`src/rtl/stall_ctrl_if.sv`:
```
// Hazard/stall controller signal bundle: operand and destination info
// from the D/E/M stages and MDU issue, plus the stall/flush controls back.
interface stall_ctrl_if;
  logic [4:0] RsD;
  logic [4:0] RtD;
  logic [1:0] TuseRsD;
  logic [1:0] TuseRtD;
  logic [4:0] A3E;
  logic [1:0] TnewE;
  logic [4:0] A3M;
  logic [1:0] TnewM;
  logic       MdStartE;
  logic       MdDivE;
  logic       MdUseD;
  logic       StallF;
  logic       StallD;
  logic       FlushE;
  logic       MdBusy;
  logic [31:0] StallCnt;

  modport master (
    output RsD, RtD, TuseRsD, TuseRtD, A3E, TnewE, A3M, TnewM,
           MdStartE, MdDivE, MdUseD,
    input  StallF, StallD, FlushE, MdBusy, StallCnt
  );

  modport slave (
    input  RsD, RtD, TuseRsD, TuseRtD, A3E, TnewE, A3M, TnewM,
           MdStartE, MdDivE, MdUseD,
    output StallF, StallD, FlushE, MdBusy, StallCnt
  );
endinterface

```
`src/rtl/stall_ctrl.sv`:
```
// Pipeline hazard and stall controller for the five-stage core.
// Decides F/D hold and E flush from Tuse/Tnew data hazards and the MDU
// busy window, and keeps a saturating count of stalled cycles.
//
// state  | meaning
// S_IDLE | MDU free, busy counter is 0
// S_BUSY | MDU running, counter holds remaining busy cycles (> 0)
module stall_ctrl #(
  parameter int MULT_CYC = 5,
  parameter int DIV_CYC  = 10,
  parameter int CNT_W    = 4
) (
  input  logic         i_clk,
  input  logic         i_reset,   // synchronous, active-low
  stall_ctrl_if.slave  if_hz
);

  localparam logic [CNT_W-1:0] L_MULT = CNT_W'(MULT_CYC);
  localparam logic [CNT_W-1:0] L_DIV  = CNT_W'(DIV_CYC);
  localparam logic [CNT_W-1:0] L_ONE  = CNT_W'(1);

  typedef enum logic {S_IDLE, S_BUSY} state_t;

  state_t           r_state;
  logic [CNT_W-1:0] r_count;
  logic             r_md_busy;
  logic [31:0]      r_stall_cnt;

  logic             w_hz_rs;
  logic             w_hz_rt;
  logic             w_hz_md;
  logic             w_stall;
  logic [CNT_W-1:0] w_load;

  // Operand hazards: a nonzero source matching a producer whose result
  // arrives later than the consumer needs it. Tuse=3 never beats any Tnew.
  always_comb begin
    w_hz_rs = (if_hz.RsD != 5'd0) &&
              (((if_hz.RsD == if_hz.A3E) && (if_hz.TuseRsD < if_hz.TnewE)) ||
               ((if_hz.RsD == if_hz.A3M) && (if_hz.TuseRsD < if_hz.TnewM)));
    w_hz_rt = (if_hz.RtD != 5'd0) &&
              (((if_hz.RtD == if_hz.A3E) && (if_hz.TuseRtD < if_hz.TnewE)) ||
               ((if_hz.RtD == if_hz.A3M) && (if_hz.TuseRtD < if_hz.TnewM)));
    w_hz_md = if_hz.MdUseD && (if_hz.MdStartE || r_md_busy);
    w_stall = i_reset && (w_hz_rs || w_hz_rt || w_hz_md);
  end

  assign w_load = if_hz.MdDivE ? L_DIV : L_MULT;

  // MDU busy sequencer; a start while busy is ignored except on the last
  // busy cycle, where it reloads so back-to-back ops have no idle gap.
  always_ff @(posedge i_clk) begin
    if (!i_reset) begin
      r_state   <= S_IDLE;
      r_count   <= '0;
      r_md_busy <= 1'b0;
    end else begin
      case (r_state)
        S_IDLE: begin
          if (if_hz.MdStartE) begin
            r_state   <= S_BUSY;
            r_count   <= w_load;
            r_md_busy <= 1'b1;
          end
        end
        S_BUSY: begin
          if (r_count == L_ONE) begin
            if (if_hz.MdStartE) begin
              r_count <= w_load;
            end else begin
              r_state   <= S_IDLE;
              r_count   <= '0;
              r_md_busy <= 1'b0;
            end
          end else begin
            r_count <= r_count - L_ONE;
          end
        end
        default: begin
          r_state   <= S_IDLE;
          r_count   <= '0;
          r_md_busy <= 1'b0;
        end
      endcase
    end
  end

  // Saturating stalled-cycle counter.
  always_ff @(posedge i_clk) begin
    if (!i_reset) begin
      r_stall_cnt <= '0;
    end else if (w_stall && (r_stall_cnt != 32'hFFFF_FFFF)) begin
      r_stall_cnt <= r_stall_cnt + 32'd1;
    end
  end

  assign if_hz.StallF   = w_stall;
  assign if_hz.StallD   = w_stall;
  assign if_hz.FlushE   = w_stall;
  assign if_hz.MdBusy   = r_md_busy;
  assign if_hz.StallCnt = r_stall_cnt;

endmodule

```
`src/flat_wrapper.sv`:
```
// flat-port wrapper written by rule: the top's interface ports become plain ports
module stall_ctrl_flat 
#(
  parameter int MULT_CYC = 5,
  parameter int DIV_CYC  = 10,
  parameter int CNT_W    = 4
)
  (i_clk, i_reset, if_hz_RsD, if_hz_RtD, if_hz_TuseRsD, if_hz_TuseRtD, if_hz_A3E, if_hz_TnewE, if_hz_A3M, if_hz_TnewM, if_hz_MdStartE, if_hz_MdDivE, if_hz_MdUseD, if_hz_StallF, if_hz_StallD, if_hz_FlushE, if_hz_MdBusy, if_hz_StallCnt);
  stall_ctrl_if if_hz_i ();
  input  logic i_clk;
  input  logic i_reset;
  input wire logic [$bits(if_hz_i.RsD)-1:0] if_hz_RsD;
  input wire logic [$bits(if_hz_i.RtD)-1:0] if_hz_RtD;
  input wire logic [$bits(if_hz_i.TuseRsD)-1:0] if_hz_TuseRsD;
  input wire logic [$bits(if_hz_i.TuseRtD)-1:0] if_hz_TuseRtD;
  input wire logic [$bits(if_hz_i.A3E)-1:0] if_hz_A3E;
  input wire logic [$bits(if_hz_i.TnewE)-1:0] if_hz_TnewE;
  input wire logic [$bits(if_hz_i.A3M)-1:0] if_hz_A3M;
  input wire logic [$bits(if_hz_i.TnewM)-1:0] if_hz_TnewM;
  input wire logic [$bits(if_hz_i.MdStartE)-1:0] if_hz_MdStartE;
  input wire logic [$bits(if_hz_i.MdDivE)-1:0] if_hz_MdDivE;
  input wire logic [$bits(if_hz_i.MdUseD)-1:0] if_hz_MdUseD;
  output wire logic [$bits(if_hz_i.StallF)-1:0] if_hz_StallF;
  output wire logic [$bits(if_hz_i.StallD)-1:0] if_hz_StallD;
  output wire logic [$bits(if_hz_i.FlushE)-1:0] if_hz_FlushE;
  output wire logic [$bits(if_hz_i.MdBusy)-1:0] if_hz_MdBusy;
  output wire logic [$bits(if_hz_i.StallCnt)-1:0] if_hz_StallCnt;
  assign if_hz_i.RsD = if_hz_RsD;
  assign if_hz_i.RtD = if_hz_RtD;
  assign if_hz_i.TuseRsD = if_hz_TuseRsD;
  assign if_hz_i.TuseRtD = if_hz_TuseRtD;
  assign if_hz_i.A3E = if_hz_A3E;
  assign if_hz_i.TnewE = if_hz_TnewE;
  assign if_hz_i.A3M = if_hz_A3M;
  assign if_hz_i.TnewM = if_hz_TnewM;
  assign if_hz_i.MdStartE = if_hz_MdStartE;
  assign if_hz_i.MdDivE = if_hz_MdDivE;
  assign if_hz_i.MdUseD = if_hz_MdUseD;
  assign if_hz_StallF = if_hz_i.StallF;
  assign if_hz_StallD = if_hz_i.StallD;
  assign if_hz_FlushE = if_hz_i.FlushE;
  assign if_hz_MdBusy = if_hz_i.MdBusy;
  assign if_hz_StallCnt = if_hz_i.StallCnt;
  stall_ctrl #(.MULT_CYC(MULT_CYC), .DIV_CYC(DIV_CYC), .CNT_W(CNT_W)) u_core (.i_clk(i_clk), .i_reset(i_reset), .if_hz(if_hz_i));
endmodule
```
`config.mk`:
```
export PLATFORM = sky130hd
export DESIGN_NAME = stall_ctrl_flat
export DESIGN_NICKNAME = d
export VERILOG_FILES = /design/src/rtl/stall_ctrl_if.sv /design/src/rtl/stall_ctrl.sv /design/src/flat_wrapper.sv
export SDC_FILE = /design/constraint.sdc
export NUM_CORES = 1
export LEC_CHECK = 0
export CAP_MARGIN = 20
export CORE_ASPECT_RATIO = 1.5
export CORE_MARGIN = 4
export CORE_UTILIZATION = 41
export DETAILED_ROUTE_END_ITERATION = 6
export GPL_ROUTABILITY_DRIVEN = 0
export MAX_ROUTING_LAYER = met4
export PLACE_DENSITY = 0.73
export SETUP_SLACK_MARGIN = 0.15
export SLEW_MARGIN = 30
export SYNTH_ARGS = -nofsm -noshare
export SYNTH_HDL_FRONTEND = slang
export SYNTH_SLANG_ARGS = --single-unit
export TNS_END_PERCENT = 10
```
`constraint.sdc`:
```
create_clock -name i_clk -period 3.9 [get_ports i_clk]
set_input_delay 1.17 -clock i_clk [delete_from_list [all_inputs] [get_ports i_clk]]
set_output_delay 1.17 -clock i_clk [all_outputs]
set_load 0.01 [all_outputs]
```
==> summary.md, run 1 <==
| Metric | Value |
|---|---|
| CTS clk-pin slew, worst paths | `0.07 ns` |
| Crit path max-delay family | `compound AO/OA/AOI/OAI gates` |
| Post-synth EDFFs | `0` |
| Residual DRC | `0` |
| Worst path slowest cell | `a2111oi_4` |
| WP data required | `2.73 ns` |
| First-pass GRT wire length | `12.0 mm` |
| Slew margin rel. | `46.9%` |
| Most common cell after layout, fill and taps aside | `clkdlybuf4s50_1` |
| Vias | `2594` |
| CTS sink cnt | `38` |
| Crit-path max FO | `3` |
| Core Region | `5870 um^2` |
| Leading area contributor after synthesis | `dfxtp_1` |
| Critical Path End Type | `output port` |
| Seq/Total Area, Yosys | `30.5%` |
| Avg Vias per Cell | `5.65` |
| Post-synth top area share | `30.5%` |
| Syn Inst Count | `309` |
| Buf/Inv on CP | `2` |
| Synth unique cells | `40` |
| Placed Area | `3430 um^2` |
| Most frequent cells in the layout | `39 x clkdlybuf4s50_1, 38 x dfxtp_1, 33 x nand2_1` |
| Reg2reg path depth | `7` |
| Diode count | `0` |
| Final Max Tran Viols | `0` |
| Wirelength per Cell | `15.9 um` |
| Hold EP | `u_core.if_hz.StallCnt[11]` |
| Initial Util | `42.5%` |
| Clock buffers created by TritonCTS | `5` |
| Syn nets | `349` |
| Util after Layout | `61.4%` |
| WL final | `7.32 mm` |
| Routed Antenna Nets | `0` |
| Filler cell count | `537` |
| Mapped Avg Cell Area | `8.07 um^2` |
| Max Fclk | `0.266 GHz` |
| Multi-input gate area | `1810 um^2` |
| Yosys reg bits | `38` |
| Top Ports | `69` |
| Setup-failing EPs final | `0` |
| Ranking of synthesized cells by area | `dfxtp_1 31%, mux2i_1 5.6%, nand2_1 5.0%` |
| Leakage | `1.22 nW` |
| Max Root-Sink Buffers | `2` |
| Crit start category | `input port` |
| Initial drt markers | `107` |
| Arrival @ worst endpoint | `2.58 ns` |
| Clock Skew | `0.0163 ns` |
| Initial antenna violation count | `0` |
| Worst slew pin tran | `0.792 ns` |
| RSZ-0062 raised after global routing | `yes` |
| Min-Delay Path Class | `reg -> reg` |
| Post-route design area | `3600 um^2` |
| Die ar. | `7420 um^2` |
| CTS H-tree lvls | `2` |
| Number of global-route vias before repair | `2597` |
| Power density over the cells | `239 nW/um^2` |
| Die H | `103 um` |
| Slowest stage delay, CP | `0.34 ns` |
| Primary FF master, synth | `dfxtp_1` |
| Critical path cell sequence | `clkdlybuf4s15_1, nand2b_4, a2111oi_4, nand4_1, a21oi_2, nor3_4, nor2_4, buf_6` |
| Layout cells sized above 1 | `20.2%` |
| R2r setup slk | `1.21 ns` |
| Root buffer cell | `clkbuf_8` |
| Detail Placement HPWL | `5.50 mm` |
| Reg area | `761 um^2` |
| Maximum vdd drop | `0.000222 V` |
| Max cap viols | `0` |
| Dpl ws | `-0.824 ns` |
| Outcome | `complete, no violations` |
| Crit path time final | `3.75 ns` |
| Largest net degree at the start of global routing | `50` |
| WS Path Type | `in -> out` |
| Die width | `71.7 um` |
| Asr flop ratio synth | `0%` |
| Min-delay src | `u_core.if_hz.StallCnt[11]` |
| Yosys warns | `0` |
| Fin. Hold Viols | `0` |
| FP Rows | `34` |
| Hold depth | `2` |
| GRT Residual Overflow | `0` |
| Total GRT Usage | `20.9%` |
| Reg2reg start | `u_core.if_hz.StallCnt[23]` |
| TritonCTS clock tree | `yes` |
| Clock Latency Late Sink | `0.29 ns` |
| First drt pass iteration count | `5` |
| # port buffers | `68` |
| Reg-to-Reg End | `u_core.if_hz.StallCnt[15]` |
| Synthesized cell area | `2490 um^2` |
| Nets | `427` |
| Area delta synth->final | `44.5%` |
| Setup WS post-layout | `0.147 ns` |
| Fin crit share | `96.2%` |
==> layout make-up <==
cell class	count	share of cell area (%)
clock buffer	6	2.01
timing repair buffer	90	22.5
clock inverter	1	0.208
sequential	38	21.1
multi-input combinational	242	50.2
tap	72	2.50
inverter	10	1.39
==> worst reg2reg max path, delay by kind of cell, from the launching register on <==
kind                   cells  cell delay [ns]
flip-flops                 1             0.44
AND/OR/NAND/NOR            5             1.60
buffers and inverters      1             0.38
multiplexers               1             0.14
==> timing repair <==
action,in CTS,in global routing
buffers inserted,3,0
hold buffers,0,0
resized for setup,101,0
setup endpoints to repair,3,3
pin swaps,21,2
==> power breakdown <==
group | leakage, nW | switching [mW] | internal [mW] | total [mW]
registers | 0.308 | 0.00966 | 0.396 | 0.406
logic | 0.878 | 0.0990 | 0.0953 | 0.194
clock network | 0.0373 | 0.137 | 0.123 | 0.259
==> per-stage QoR <==
| step | instances | TNS [ns] | power (mW) | hold slack [ns] |
|---|---|---|---|---|
| after floorplan | 309 | 0 | 0.521 | 0.506 |
| after global placement | 449 | -2.20 | 0.596 | 0.489 |
| after detailed placement | 449 | -2.59 | 0.602 | 0.492 |
| after CTS | 459 | 0 | 0.867 | 0.508 |
| after global routing | 459 | 0 | 0.901 | 0.525 |
| final | 459 | 0 | 0.860 | 0.505 |
==> state kept, by name (all words and copies together) (netlist names) <==
name / count
u_core.r_state: 1
u_core.r_count: 4
u_core.if_hz.MdBusy: 1
u_core.if_hz.StallCnt: 32
==> routing by layer <==
layer	part of all wire [%]	global-route usage, %
met5	0	-
met4	1.1	5.50
met3	3.3	2.32
met2	55	39.2
met1	40	23.3
==> synth_stat cells (all sizes together), types with 2 or more instances <==
| library cell | instances |
|---|---|
| nand4 | 14 |
| dfxtp | 38 |
| mux2i | 14 |
| o21ai | 12 |
| xor2 | 9 |
| o311a | 3 |
| nand2b | 18 |
| nor2 | 12 |
| nor3 | 14 |
| nand2 | 33 |
| nor4 | 6 |
| o31ai | 11 |
| ha | 7 |
| or4 | 14 |
| nand3 | 16 |
| nor3b | 2 |
| xnor2 | 12 |
| inv | 10 |
| or3 | 7 |
| and3 | 3 |
| clkbuf | 10 |
| buf | 9 |
| a21oi | 24 |
| a2111oi | 3 |
==> cells by family after synthesis <==
family / Yosys count / share of synthesized area, %
compound gates: 57 / 14.1
xor+xnor: 21 / 7.38
fa+ha+maj: 7 / 3.51
buf+inv: 29 / 5.87
flops: 38 / 30.5
mux: 14 / 5.62
simple gates: 143 / 33.0
==> how the worst max path moves through the flow <==
stage	startpoint	to	slack, ns	cells past startpoint
final	if_hz_TuseRtD[0]	if_hz_StallF	0.15	8
after CTS	if_hz_RsD[2]	if_hz_StallF	0.15	8
after global routing	if_hz_RsD[2]	if_hz_StallF	0.06	8
after global placement	if_hz_TnewE[1]	if_hz_FlushE	-0.73	9
after detailed placement	if_hz_TnewE[1]	if_hz_StallF	-0.82	9
after floorplan	if_hz_TuseRsD[1]	if_hz_StallD	0.07	9
(Power assumes the default switching activity.)
==> inputs of run 2 (changes only) <==
- ABC_CLOCK_PERIOD_IN_PS: not set -> 3900
- CELL_PAD_IN_SITES_DETAIL_PLACEMENT: not set -> 1
- CELL_PAD_IN_SITES_GLOBAL_PLACEMENT: not set -> 1
- CORE_UTILIZATION: 41 -> 32
- PLACE_DENSITY: 0.73 -> not set
- PLACE_DENSITY_LB_ADDON: not set -> 0.1
- SLEW_MARGIN: 30 -> not set
==> summary.md, run 2 (same netlist as run 1, synthesis figures left out) <==
| Metric | Value |
|---|---|
| Die H | `116 um (+12%)` |
| Grt met1 use | `20.7% (-2.6 points)` |
| Initial drt markers | `64 (-40%)` |
| Crit path time final | `3.76 ns (+0.00912 ns)` |
| Routed Antenna Nets | `0 (unchanged)` |
| Fin. Hold Viols | `0 (unchanged)` |
| First-pass GRT wire length | `13.5 mm (+12%)` |
| WL final | `8.23 mm (+12%)` |
| Critical path cell sequence | `buf_8, inv_12, ha_4, a2111oi_4, nand4_1, a21oi_4, nor3_4, nor2_4, buf_6` |
| Cts-stage hold buffer count | `0 (unchanged)` |
| Initial antenna violation count | `0 (unchanged)` |
| Root buffer cell | `clkbuf_16` |
| Area delta synth->final | `46.1%` |
| Clock buffers created by TritonCTS | `5 (unchanged)` |
| Post-CTS Setup Inserts | `0 (-3)` |
| Post-route design area | `3640 um^2 (+1.1%)` |
| Maximum vdd drop | `0.000139 V (-37%)` |
| Layout cells sized above 1 | `20.1% (-0.10 points)` |
| Diode count | `0 (unchanged)` |
| Crit start category | `input port` |
| Initial Util | `32.7% (-9.7 points)` |
| Filler cell count | `912 (+70%)` |
| Clock Skew | `0.00868 ns (-0.00766 ns)` |
| RSZ-0062 raised after global routing | `yes` |
| Avg Vias per Cell | `5.40 (-4.5%)` |
| CTS H-tree lvls | `2 (unchanged)` |
| Max reg flops | `32 (unchanged)` |
| Max Root-Sink Buffers | `2 (unchanged)` |
| First drt pass iteration count | `4 (-1)` |
| Max cap viols | `0 (unchanged)` |
| Top Ports | `69 (unchanged)` |
| Cell Count, Final, Fillers Out | `486 (+5.9%)` |
| Outcome | `complete, no violations` |
| Vias | `2623 (+1.1%)` |
| Number of global-route vias before repair | `2755 (+6.1%)` |
| TritonCTS clock tree | `yes` |
| CTS clk-pin slew, worst paths | `0.06 ns (about the same)` |
| Fin crit share | `96.5% (+0.23 points)` |
| Util after Layout | `47.8% (-14 points)` |
| Crit-path max FO | `3 (unchanged)` |
| Arrival @ worst endpoint | `2.59 ns (about the same)` |
| Detail Placement HPWL | `6.21 mm (+13%)` |
| FP Rows | `39 (+15%)` |
| Max Fclk | `0.266 GHz (-0.24%)` |
| Largest net degree at the start of global routing | `51 (+2.0%)` |
| Power density over the cells | `272 nW/um^2 (+14%)` |
| Final setup TNS | `0 ns (unchanged)` |
| Clock Latency Late Sink | `0.28 ns (about the same)` |
| Min-Delay Path Class | `reg -> reg` |
| Total GRT Usage | `19.0% (-1.9 points)` |
| Setup-failing EPs final | `0 (unchanged)` |
| GRT Residual Overflow | `0 (unchanged)` |
| Placed instance count | `479 (+6.7%)` |
| Buf/Inv on CP | `3 (+1)` |
| Global routing met3 resource utilization | `2.49% (+0.17 points)` |
| Hold_ws | `0.504 ns (-0.000901 ns)` |
| # port buffers | `68 (unchanged)` |
| Worst slew pin tran | `0.454 ns (-0.338 ns)` |
| WP data required | `2.73 ns (about the same)` |
| WS Path Type | `in -> out` |
| Placed Area | `3470 um^2 (+1.1%)` |
| Multi-input gate area | `1800 um^2 (-0.62%)` |
| Worst path slowest cell | `a2111oi_4` |
| Met2 Use GR | `35.0% (-4.3 points)` |
| Crit path max-delay family | `compound AO/OA/AOI/OAI gates` |
| Slew margin rel. | `69.7% (+23 points)` |
| CTS sink cnt | `38 (unchanged)` |
| Die ar. | `9290 um^2 (+25%)` |
| Die width | `80.1 um (+12%)` |
| Critical Path End Type | `output port` |
| Leakage | `1.24 nW (+1.6%)` |
| Total power | `990 uW (+15%)` |
| Most frequent cells in the layout | `38 x clkdlybuf4s50_1, 38 x dfxtp_1, 33 x nand2_1` |
| Dpl ws | `-0.831 ns (-0.00764 ns)` |
| Reg area | `761 um^2 (unchanged)` |
| Final Max Tran Viols | `0 (unchanged)` |
| Layer with the highest usage | `met2` |
| Wirelength per Cell | `16.9 um (+6.2%)` |
| Slowest stage delay, CP | `0.29 ns (-0.05 ns)` |
| Nets | `424 (-0.70%)` |
| Setup WS post-layout | `0.138 ns (-0.00912 ns)` |
| Residual DRC | `0 (unchanged)` |
| Core Region | `7610 um^2 (+30%)` |
[run 2: what timing repair did]
action | in CTS | in global routing
endpoints found under the setup margin | 3 | 3
gates resized for setup | 104 | 12
pin swaps | 22 | 12
cloned | 0 | 0
[run 2: worst paths after layout]
kind | startpoint | end | slack, ns | depth (start not counted)
worst max-delay path | if_hz_TnewE[1] | if_hz_StallD | 0.14 | 9
worst min-delay path | u_core.if_hz.StallCnt[26] | u_core.if_hz.StallCnt[26] | 0.50 | 2
worst max register to register | u_core.if_hz.StallCnt[23] | u_core.if_hz.StallCnt[31] | 1.61 | 8
worst min register to register | u_core.if_hz.StallCnt[26] | u_core.if_hz.StallCnt[26] | 0.50 | 2
[run 2: area by class of cell]
cell class	count	share of cell area [%]
sequential	38	20.9
clock inverter	1	0.206
timing repair buffer	87	21.1
tap	102	3.50
multi-input combinational	242	49.4
inverter	10	1.37
clock buffer	6	3.54
[run 2: report_power, final]
group / switching, mW / internal, mW / total, mW
combinational: 0.0991 / 0.0908 / 0.190
clock: 0.160 / 0.234 / 0.394
sequential: 0.00927 / 0.397 / 0.406
[run 2: metal layers]
layer / wire length (um) / vias to the layer above
met5: 0 / -
li1: - / 1272
met2: 4630 / 49
met4: 167 / 0
met3: 200 / 14
met1: 3230 / 1288
[run 2: worst min-delay path, cell delays in order, from the launching register on]
cell and delay, ns:
dfxtp_1 0.33, o31ai_1 0.07, a21oi_1 0.06
==> inputs of run 3 (changes only) <==
- PLACE_DENSITY: not set -> 0.83
- PLACE_DENSITY_LB_ADDON: 0.1 -> not set
==> summary.md, run 3 (same netlist as run 1, synthesis figures left out) <==
| Metric | Value |
|---|---|
| Clock Latency Late Sink | `0.28 ns (about the same)` |
| Post-route design area | `3700 um^2 (+1.6%)` |
| Hold depth | `2 (unchanged)` |
| Crit path time final | `3.79 ns (+0.0242 ns)` |
| CTS clk-pin slew, worst paths | `0.06 ns (about the same)` |
| WL final | `9.01 mm (+9.5%)` |
| Fin. Hold Viols | `0 (unchanged)` |
| Die H | `116 um (unchanged)` |
| First-pass GRT wire length | `14.7 mm (+8.6%)` |
| Setup WS post-layout | `0.113 ns (-0.0242 ns)` |
| Max reg flops | `32 (unchanged)` |
| Fin crit share | `97.1% (+0.62 points)` |
| Diode count | `0 (unchanged)` |
| Crit start category | `input port` |
| Dpl ws | `-0.861 ns (-0.0291 ns)` |
| Placed Area | `3480 um^2 (+0.43%)` |
| Clock Skew | `0.00357 ns (-0.00511 ns)` |
| Reg2reg path depth | `8 (unchanged)` |
| Worst slew pin tran | `0.768 ns (+0.314 ns)` |
| Routed Antenna Nets | `0 (unchanged)` |
| Multi-input gate area | `1850 um^2 (+3.1%)` |
| Die ar. | `9290 um^2 (unchanged)` |
| Critical Path End Type | `output port` |
| Core Region | `7610 um^2 (unchanged)` |
| FP Rows | `39 (unchanged)` |
| Initial drt markers | `94 (+47%)` |
| Clock buffers created by TritonCTS | `5 (unchanged)` |
| Most frequent cells in the layout | `38 x dfxtp_1, 37 x clkdlybuf4s50_1, 33 x nand2_1` |
| Cell Count, Final, Fillers Out | `490 (+0.82%)` |
| Max Fclk | `0.264 GHz (-0.64%)` |
| Root buffer cell | `clkbuf_16` |
| Layout cells sized above 1 | `23.7% (+3.7 points)` |
| Total GRT Usage | `20.8% (+1.8 points)` |
| Avg Vias per Cell | `5.57 (+3.1%)` |
| Placed instance count | `481 (+0.42%)` |
| Initial Util | `32.7% (unchanged)` |
| First drt pass iteration count | `4 (unchanged)` |
| Number of global-route vias before repair | `2963 (+7.5%)` |
| Util after Layout | `48.6% (+0.79 points)` |
| Residual DRC | `0 (unchanged)` |
| Slowest stage delay, CP | `0.31 ns (+0.02 ns)` |
| CTS H-tree lvls | `2 (unchanged)` |
| Maximum vdd drop | `0.000158 V (+13%)` |
| Area delta synth->final | `48.5%` |
| Setup-failing EPs final | `0 (unchanged)` |
| Vias | `2727 (+4.0%)` |
| Wirelength per Cell | `18.4 um (+8.6%)` |
| Cts-stage hold buffer count | `0 (unchanged)` |
| Initial antenna violation count | `0 (unchanged)` |
| Power density over the cells | `277 nW/um^2 (+2.1%)` |
| Die width | `80.1 um (unchanged)` |
| Arrival @ worst endpoint | `2.62 ns (+0.03 ns)` |
| GRT Residual Overflow | `0 (unchanged)` |
| Min-Delay Path Class | `reg -> reg` |
| Slew margin rel. | `48.5% (-21 points)` |
| WS Path Type | `in -> out` |
| Largest net degree at the start of global routing | `51 (unchanged)` |
| Crit-path max FO | `3 (unchanged)` |
| TritonCTS clock tree | `yes` |
| # port buffers | `68 (unchanged)` |
| Max Root-Sink Buffers | `2 (unchanged)` |
| Nets | `427 (+0.71%)` |
| Final Max Tran Viols | `0 (unchanged)` |
| Outcome | `complete, no violations` |
| Most common cell after layout, fill and taps aside | `dfxtp_1` |
| Critical path cell sequence | `buf_4, xor2_2, a2111oi_4, nand4_1, a21oi_2, nor3_4, nor2_4, buf_6` |
| CTS sink cnt | `38 (unchanged)` |
| Filler cell count | `938 (+2.9%)` |
| Top Ports | `69 (unchanged)` |
| RSZ-0062 raised after global routing | `yes` |
| Leakage | `1.27 nW (+2.3%)` |
| Worst path slowest cell | `a2111oi_4` |
| Detail Placement HPWL | `6.48 mm (+4.4%)` |
| Max cap viols | `0 (unchanged)` |
| Reg area | `761 um^2 (unchanged)` |
| WP data required | `2.73 ns (about the same)` |
run 3: cell types whose count changed in the layout (fill, tap and decap cells not counted), moves of 2 or more:
cell | before | now
xnor2_1 | 12 | 10
xnor2_2 | 0 | 2
buf_2 | 9 | 11
clkdlybuf4s15_1 | 3 | 0
buf_6 | 7 | 5
xor2_1 | 3 | 1
xor2_2 | 6 | 8
buf_4 | 17 | 23
run 3: critical path, delay by kind of cell:
| family | cells | cell delay, ns |
|---|---|---|
| AOI/OAI and AO/OA | 2 | 0.55 |
| and+or+nand+nor | 3 | 0.45 |
| xor gates and xnor gates | 1 | 0.18 |
| buffers and inverters | 2 | 0.26 |
run 3: power by group:
part	internal [mW]	total [mW]	switching, mW
Sequential	0.397	0.407	0.0105
Combinational	0.0955	0.202	0.106
Clock	0.254	0.418	0.164
Total	0.746	1.03	0.281
run 3: timing repair:
item	CTS	global route
setup endpoints to repair	3	3
buffers inserted	1	0
resized for setup	117	16
pin swaps	20	13
run 3: final timing paths:
kind / start / to / slack [ns]
setup / recovery: if_hz_A3E[0] / if_hz_StallD / 0.11
hold / removal: u_core.if_hz.StallCnt[26] / u_core.if_hz.StallCnt[26] / 0.50
setup reg to reg: u_core.if_hz.StallCnt[23] / u_core.if_hz.StallCnt[29] / 1.16
hold reg to reg: u_core.if_hz.StallCnt[26] / u_core.if_hz.StallCnt[26] / 0.50
run 3: layout make-up:
class / count / share of cell area [%]
sequential: 38 / 20.5
clock buffer: 7 / 3.85
tap: 102 / 3.45
clock inverter: 1 / 0.135
inverter: 10 / 1.35
timing repair buffer: 90 / 20.6
multi-input combinational: 242 / 50.1
run 3: layer usage:
metal  vias up  global-route usage [%]  routed length, um
li1       1276                       -                  -
met1      1346                    20.2               3300
met2        85                    40.2               5070
met3        20                    3.19                376
met4         0                    8.00                255
met5         -                       -                  0
run 3: stage by stage:
step | power [mW] | TNS (ns) | hold slack, ns
6_report | 1.03 | 0 | 0.498
2_1_floorplan | 0.521 | 0 | 0.506
3_3_place_gp | 0.599 | -2.35 | 0.482
3_5_place_dp | 0.608 | -2.95 | 0.500
4_1_cts | 1.04 | 0 | 0.507
5_1_grt | 1.07 | 0 | 0.521
